**config.mk**
```make
export PLATFORM = sky130hd
export DESIGN_NAME = mac_vector_unit_flat
export DESIGN_NICKNAME = d
export VERILOG_FILES = /design/src/rtl/mac_vector_unit_if.sv /design/src/rtl/mac_vector_unit.sv /design/src/flat_wrapper.sv
export SDC_FILE = /design/constraint.sdc
export NUM_CORES = 2
export LEC_CHECK = 0
export BUFFER_PORTS_ARGS = -buffer_cell sky130_fd_sc_hd__buf_2
export CAP_MARGIN = 30
export CELL_PAD_IN_SITES_DETAIL_PLACEMENT = 1
export CELL_PAD_IN_SITES_GLOBAL_PLACEMENT = 2
export CORE_UTILIZATION = 25
export CTS_CLUSTER_DIAMETER = 30
export CTS_CLUSTER_SIZE = 10
export DETAILED_ROUTE_END_ITERATION = 10
export PLACE_DENSITY_LB_ADDON = 0.1
export SETUP_SLACK_MARGIN = 0.02
export SLEW_MARGIN = 0
export SYNTH_ARGS = -nofsm -noshare
export SYNTH_HDL_FRONTEND = slang
export SYNTH_SLANG_ARGS = --single-unit
```
**constraint.sdc**
```tcl
create_clock -name clk -period 7.8 [get_ports clk]
set_input_delay 0.39 -clock clk [delete_from_list [all_inputs] [get_ports clk]]
set_output_delay 0.39 -clock clk [all_outputs]
set_load 0.05 [all_outputs]
```
**src/rtl/mac_vector_unit_if.sv**
```systemverilog
// mac_vector_unit_if: job control, operand stream and result handshake of the MAC vector unit.
//   start/abort/len/sat_mode : job control from the issuing stage
//   in_valid/in_ready/a/b    : operand beat stream, lane i at [i*DATA_WIDTH +: DATA_WIDTH]
//   out_valid/out_ready      : result handshake
//   out_total/out_ovf        : per-lane accumulators and sticky overflow flags
//   busy                     : unit is not idle
//   master = job issuer / consumer side, slave = mac_vector_unit side.
interface mac_vector_unit_if #(
    parameter int DATA_WIDTH  = 16,
    parameter int ACCUM_WIDTH = 40,
    parameter int LANES       = 4,
    parameter int LEN_WIDTH   = 8
);
    logic                         start;
    logic                         abort;
    logic [LEN_WIDTH-1:0]         len;
    logic                         sat_mode;
    logic                         in_valid;
    logic                         in_ready;
    logic [LANES*DATA_WIDTH-1:0]  a;
    logic [LANES*DATA_WIDTH-1:0]  b;
    logic                         out_valid;
    logic                         out_ready;
    logic [LANES*ACCUM_WIDTH-1:0] out_total;
    logic [LANES-1:0]             out_ovf;
    logic                         busy;

    modport master (
        output start, abort, len, sat_mode, in_valid, a, b, out_ready,
        input  in_ready, out_valid, out_total, out_ovf, busy
    );

    modport slave (
        input  start, abort, len, sat_mode, in_valid, a, b, out_ready,
        output in_ready, out_valid, out_total, out_ovf, busy
    );
endinterface

```
**src/rtl/mac_vector_unit.sv**
```systemverilog
// mac_vector_unit: LANES signed multiply-accumulate lanes computing dot products of length len.
//   clk   : clock
//   rst_n : asynchronous active-low reset, discards any job in flight
//   bus   : mac_vector_unit_if.slave (job control, operand stream, result handshake, busy)
module mac_vector_unit #(
    parameter int DATA_WIDTH  = 16,
    parameter int ACCUM_WIDTH = 40,
    parameter int LANES       = 4,
    parameter int LEN_WIDTH   = 8
) (
    input logic              clk,
    input logic              rst_n,
    mac_vector_unit_if.slave bus
);
    localparam int PW = 2 * DATA_WIDTH;
    localparam int SW = ACCUM_WIDTH + 1;
    localparam logic [ACCUM_WIDTH-1:0] AMAX = {1'b0, {(ACCUM_WIDTH-1){1'b1}}};
    localparam logic [ACCUM_WIDTH-1:0] AMIN = {1'b1, {(ACCUM_WIDTH-1){1'b0}}};

    typedef enum logic [1:0] {IDLE, ACCUM, DRAIN, DONE} state_t;

    state_t               state;
    logic [LEN_WIDTH-1:0] len_q;
    logic [LEN_WIDTH-1:0] cnt;
    logic                 sat_q;
    logic                 pv;
    logic                 in_ready;
    logic                 out_valid;
    logic                 busy;
    logic                 accept;
    logic                 kill;
    logic                 clr;

    // in_ready is only ever high in ACCUM, so abort in ACCUM also blocks the beat
    assign accept = bus.in_valid && in_ready && !bus.abort;
    assign kill   = bus.abort && state != IDLE;
    assign clr    = state == IDLE && bus.start;

    assign bus.in_ready  = in_ready;
    assign bus.out_valid = out_valid;
    assign bus.busy      = busy;

    always_ff @(posedge clk or negedge rst_n) begin
        if (!rst_n) begin
            state     <= IDLE;
            len_q     <= '0;
            cnt       <= '0;
            sat_q     <= 1'b0;
            pv        <= 1'b0;
            in_ready  <= 1'b0;
            out_valid <= 1'b0;
            busy      <= 1'b0;
        end else if (kill) begin
            state     <= IDLE;
            pv        <= 1'b0;
            in_ready  <= 1'b0;
            out_valid <= 1'b0;
            busy      <= 1'b0;
        end else begin
            pv <= accept;
            case (state)
                IDLE: if (bus.start) begin
                    len_q <= bus.len;
                    sat_q <= bus.sat_mode;
                    cnt   <= '0;
                    busy  <= 1'b1;
                    if (bus.len == '0) begin
                        state     <= DONE;
                        out_valid <= 1'b1;
                    end else begin
                        state    <= ACCUM;
                        in_ready <= 1'b1;
                    end
                end
                ACCUM: if (accept) begin
                    cnt <= cnt + 1'b1;
                    if (cnt == len_q - 1'b1) begin
                        state    <= DRAIN;
                        in_ready <= 1'b0;
                    end
                end
                DRAIN: begin
                    state     <= DONE;
                    out_valid <= 1'b1;
                end
                DONE: if (bus.out_ready) begin
                    state     <= IDLE;
                    out_valid <= 1'b0;
                    busy      <= 1'b0;
                end
                default: state <= IDLE;
            endcase
        end
    end

    for (genvar i = 0; i < LANES; i++) begin : lane
        logic signed [DATA_WIDTH-1:0]  a_i;
        logic signed [DATA_WIDTH-1:0]  b_i;
        logic signed [PW-1:0]          prod;
        logic signed [ACCUM_WIDTH-1:0] acc;
        logic signed [SW-1:0]          sum;
        logic                          ovf;
        logic                          hit;

        assign a_i = $signed(bus.a[i*DATA_WIDTH +: DATA_WIDTH]);
        assign b_i = $signed(bus.b[i*DATA_WIDTH +: DATA_WIDTH]);

        // one guard bit above the accumulator: overflow iff the top two bits differ
        always_comb begin
            sum = SW'(acc) + SW'(prod);
            hit = sum[SW-1] != sum[SW-2];
        end

        always_ff @(posedge clk or negedge rst_n) begin
            if (!rst_n) begin
                prod <= '0;
                acc  <= '0;
                ovf  <= 1'b0;
            end else if (clr) begin
                acc <= '0;
                ovf <= 1'b0;
            end else begin
                if (accept)
                    prod <= PW'(a_i) * PW'(b_i);
                if (pv && !kill) begin
                    acc <= (hit && sat_q) ? (sum[SW-1] ? AMIN : AMAX) : sum[ACCUM_WIDTH-1:0];
                    if (hit)
                        ovf <= 1'b1;
                end
            end
        end

        assign bus.out_total[i*ACCUM_WIDTH +: ACCUM_WIDTH] = acc;
        assign bus.out_ovf[i] = ovf;
    end
endmodule

```
**src/flat_wrapper.sv**
```systemverilog
// flat-port wrapper written by rule: the top's interface ports become plain ports
module mac_vector_unit_flat 
#(
    parameter int DATA_WIDTH  = 16,
    parameter int ACCUM_WIDTH = 40,
    parameter int LANES       = 4,
    parameter int LEN_WIDTH   = 8
)
  (clk, rst_n, bus_start, bus_abort, bus_len, bus_sat_mode, bus_in_valid, bus_a, bus_b, bus_out_ready, bus_in_ready, bus_out_valid, bus_out_total, bus_out_ovf, bus_busy);
  mac_vector_unit_if #(.DATA_WIDTH(DATA_WIDTH), .ACCUM_WIDTH(ACCUM_WIDTH), .LANES(LANES), .LEN_WIDTH(LEN_WIDTH)) bus_i ();
  input logic clk;
  input logic rst_n;
  input wire logic [$bits(bus_i.start)-1:0] bus_start;
  input wire logic [$bits(bus_i.abort)-1:0] bus_abort;
  input wire logic [$bits(bus_i.len)-1:0] bus_len;
  input wire logic [$bits(bus_i.sat_mode)-1:0] bus_sat_mode;
  input wire logic [$bits(bus_i.in_valid)-1:0] bus_in_valid;
  input wire logic [$bits(bus_i.a)-1:0] bus_a;
  input wire logic [$bits(bus_i.b)-1:0] bus_b;
  input wire logic [$bits(bus_i.out_ready)-1:0] bus_out_ready;
  output wire logic [$bits(bus_i.in_ready)-1:0] bus_in_ready;
  output wire logic [$bits(bus_i.out_valid)-1:0] bus_out_valid;
  output wire logic [$bits(bus_i.out_total)-1:0] bus_out_total;
  output wire logic [$bits(bus_i.out_ovf)-1:0] bus_out_ovf;
  output wire logic [$bits(bus_i.busy)-1:0] bus_busy;
  assign bus_i.start = bus_start;
  assign bus_i.abort = bus_abort;
  assign bus_i.len = bus_len;
  assign bus_i.sat_mode = bus_sat_mode;
  assign bus_i.in_valid = bus_in_valid;
  assign bus_i.a = bus_a;
  assign bus_i.b = bus_b;
  assign bus_i.out_ready = bus_out_ready;
  assign bus_in_ready = bus_i.in_ready;
  assign bus_out_valid = bus_i.out_valid;
  assign bus_out_total = bus_i.out_total;
  assign bus_out_ovf = bus_i.out_ovf;
  assign bus_busy = bus_i.busy;
  mac_vector_unit #(.DATA_WIDTH(DATA_WIDTH), .ACCUM_WIDTH(ACCUM_WIDTH), .LANES(LANES), .LEN_WIDTH(LEN_WIDTH)) u_core (.clk(clk), .rst_n(rst_n), .bus(bus_i));
endmodule
```
==> results.toml <==
[cells_and_area]
mostFrequentLayoutCells = "1231 x inv_1, 1052 x fa_1, 858 x nand2_1"
nets = 8495
syn2layout_area_growth_pct = 15.58
drive_above_1_share_pct = 8.364
final_common_cell = "inv_1"
finalNonFillerCells = 10054

[worst_setup_path]
slowest_stage = "o311ai_0"
critPathCapture = "u_core.lane[1].prod[31]$_DFFE_PN0P_"
crit_cells = 23
max_stage_delay_ps = 610
cp_top_family = "adder cells"
r2r_slack_ps = 2900
critical_path_peak_fanout = 16
worstPathRequired_ps = 8360
rr_endpoint = "u_core.lane[2].acc[2]$_DFFE_PN0P_"
reg2reg_depth = 14
crit_path_start_kind = "input port"
cp.arrival_ps = 6940
timing.rr.start = "u_core.lane[2].acc[0]$_DFFE_PN0P_"
startpoint = "bus_a[27]"
crit_path_frequent_cell = "fa_1"
path_class = "input port to flop"
critPathCaptureType = "flop"
cp_cell_sequence = "buf_2, nand2_1, fa_1, fa_1, fa_1, inv_1, fa_1, fa_1, inv_1, fa_1, inv_1, ha_1, a21oi_1, nand2_1, a31o_2, a221oi_1, buf_4, o31ai_1, o311ai_0, nand3_1, a31oi_1, xnor2_1, o21ai_0"
crit_buf_inv = 5

[sta]
final_max_slew_viol_count = 0
setup_viol = 0
finalSetupTns_ps = 0
max_freq_ghz = 0.1569
worst_slew_pin_slew_ps = 891.0
timing.final.crit_period_ps = 6375
hold_violations = 0
final.period_utilization_pct = 81.73
final.setup_skew_ps = 39.07
rsz0062_at_grt = "no"
slew_headroom_pct = 40.60

[clock_tree]
cts.sinks = 315
ctsResizeCount = 0
clkLatencyLatePin_ps = 720
path_clk_slew_ps = 40
cts_tree = "built"
root_buffer = "clkbuf_16"
cts_setup_buffers = 0
cts_made_buffers = 114
holdBufCountCts = 11
clk_path_buf_depth = 3
cts_htree_levels = 3

[synth]
syn_area_mm2 = 0.05933
avgSynthCellArea_um2 = 9.010
seq_area_frac_synth_pct = 13.29
synth_nets = 8274
synth-seq-cells = 315
synth_edf_count = 0
synth_cell_types = 82
syn_inst = 6585
ys_warn_count = 0
synthArstFlopShare_pct = 100.0
synthFlopType = "dfrtp_1"

[die]
die_w_um = 489.2
core_mm2 = 0.2356
fp.dieH_um = 489.2
ios = 310
dieArea_mm2 = 0.2393
initial_core_util_pct = 25.18
num_rows = 178

[placed_design]
io_buffers = 309
place_hpwl_um = 158600
place_congestion = 0.7809
dpl.cell_count = 9828

[global_routing]
grt_use_total_pct = 16.60
first_global_vias = 51210
grt_pass1_wl_um = 305900
gr-total-overflow = 0
antenna_found_initial = 13
grt_max_degree = 126

[routing]
initialDrtViolationCount = 1524
viasPerCell = 4.499
dr.pass1.iters = 5
wl_um = 194000
post_drt_wl_per_cell_um = 19.30
vias = 45228
drcViolationCount = 0
ant_nets = 0

[run]
drv_cap = 0

[status]
status = "complete, no violations"

[min_path]
hp-class = "input port to flop"
[per-layer routing]
metal  GRT usage (%)  share of wire [%]
met1           21.19                 44
met2           29.06                 50
met3           2.469                3.1
met4           4.224                2.7
met5               0                  0
[state kept, by name, summed over array words and instances, names as in the netlist]
signal	cells
u_core.pv	1
u_core.lane.prod	128
u_core.cnt	8
u_core.sat_q	1
u_core.lane.ovf	4
u_core.len_q	8
u_core.state	2
u_core.bus.busy	1
u_core.bus.in_ready	1
u_core.lane.acc	160
u_core.bus.out_valid	1
[cells by family after synthesis]
group                    after synthesis  share of synthesized area, %
flip-flops                           315                         13.29
buffers and inverters               1469                         9.414
AND/OR/NAND/NOR                     1915                         15.41
multiplexers                           9                        0.1540
AO/OA/AOI/OAI                       1037                         11.46
adder cells (fa/ha/maj)             1546                         45.92
XOR/XNOR                             294                         4.353
[worst min path at each step]
| stage | start | end | slack [ps] | cells after the start |
|---|---|---|---|---|
| floorplan | rst_n | u_core.bus.busy$_DFFE_PN0P_ | 90 | 0 |
| global placement | u_core.lane[3].ovf$_DFFE_PN0P_ | u_core.lane[3].ovf$_DFFE_PN0P_ | 470 | 2 |
| detailed placement | u_core.lane[3].prod[0]$_DFFE_PN0P_ | u_core.lane[3].prod[0]$_DFFE_PN0P_ | 470 | 2 |
| CTS | bus_b[32] | u_core.lane[2].prod[0]$_DFFE_PN0P_ | 20 | 3 |
| global route | bus_b[32] | u_core.lane[2].prod[0]$_DFFE_PN0P_ | 50 | 3 |
| finish | bus_b[32] | u_core.lane[2].prod[0]$_DFFE_PN0P_ | 80 | 3 |
[synth_stat cells (6+ instances only)]
library cell  instances  area share [%]
a2111oi_0             6           0.089
a211o_1              10            0.15
a211oi_1             24            0.30
a21boi_0              6           0.076
a21o_1              120             1.5
a21oi_1             246             2.1
a221o_1              82             1.4
a31o_2               13            0.19
a31oi_1              46            0.49
and2_1              511             5.4
and3_1               32            0.34
and4_1                7            0.10
buf_2                11           0.093
buf_4                 7           0.089
clkbuf_1            212             1.3
dfrtp_1             315              13
fa_1               1052              35
ha_1                494              10
inv_1              1231             7.8
mux2i_1               8            0.13
nand2_1             859             5.4
nand2b_1             40            0.42
nand3_1              64            0.54
nand3b_1             10            0.13
nand4_1              25            0.26
nor2_1              244             1.5
nor2b_1              33            0.35
nor3_1               44            0.37
nor4_1                8           0.084
o211ai_1             22            0.28
o21a_1               25            0.32
o21ai_0             294             2.5
o21ai_1               9           0.076
o21bai_1             42            0.53
o31ai_1              22            0.28
or2_2                10            0.11
or3_1                16            0.17
xnor2_1             186             2.7
xor2_1              107             1.6
[worst reg2reg max path: cells and delay by family (launching register included)]
kind	cells	cell delay (ps)
simple gates	3	520
compound gates	8	2740
flops	1	400
fa+ha+maj	2	720
buf+inv	1	440
[metrics by stage]
stage,hold WS [ps],setup WS (ps),cell area [µm²],util (%)
5_1_grt,54.21,1039,68560,29.10
2_1_floorplan,94.41,1429,59330,-
6_report,81.54,1425,68570,29.10
4_1_cts,23.67,1403,68540,29.09
3_5_place_dp,472.3,637.1,64170,27.24
3_3_place_gp,467.8,753.1,64160,27.23
[final cells by class]
| type | count | area, µm² |
|---|---|---|
| antenna | 5 | 12.51 |
| clock buffer | 154 | 3244 |
| clock inverter | 55 | 1011 |
| fill | 27354 | 167100 |
| inverter | 1231 | 4621 |
| multi-input combinational | 4801 | 45950 |
| sequential | 315 | 7883 |
| tap | 3150 | 3941 |
| timing repair buffer | 343 | 1906 |
Power is left out: the tool's default activity adds up to more than one toggle a clock period on the data nets, which glitch-free logic cannot reach.
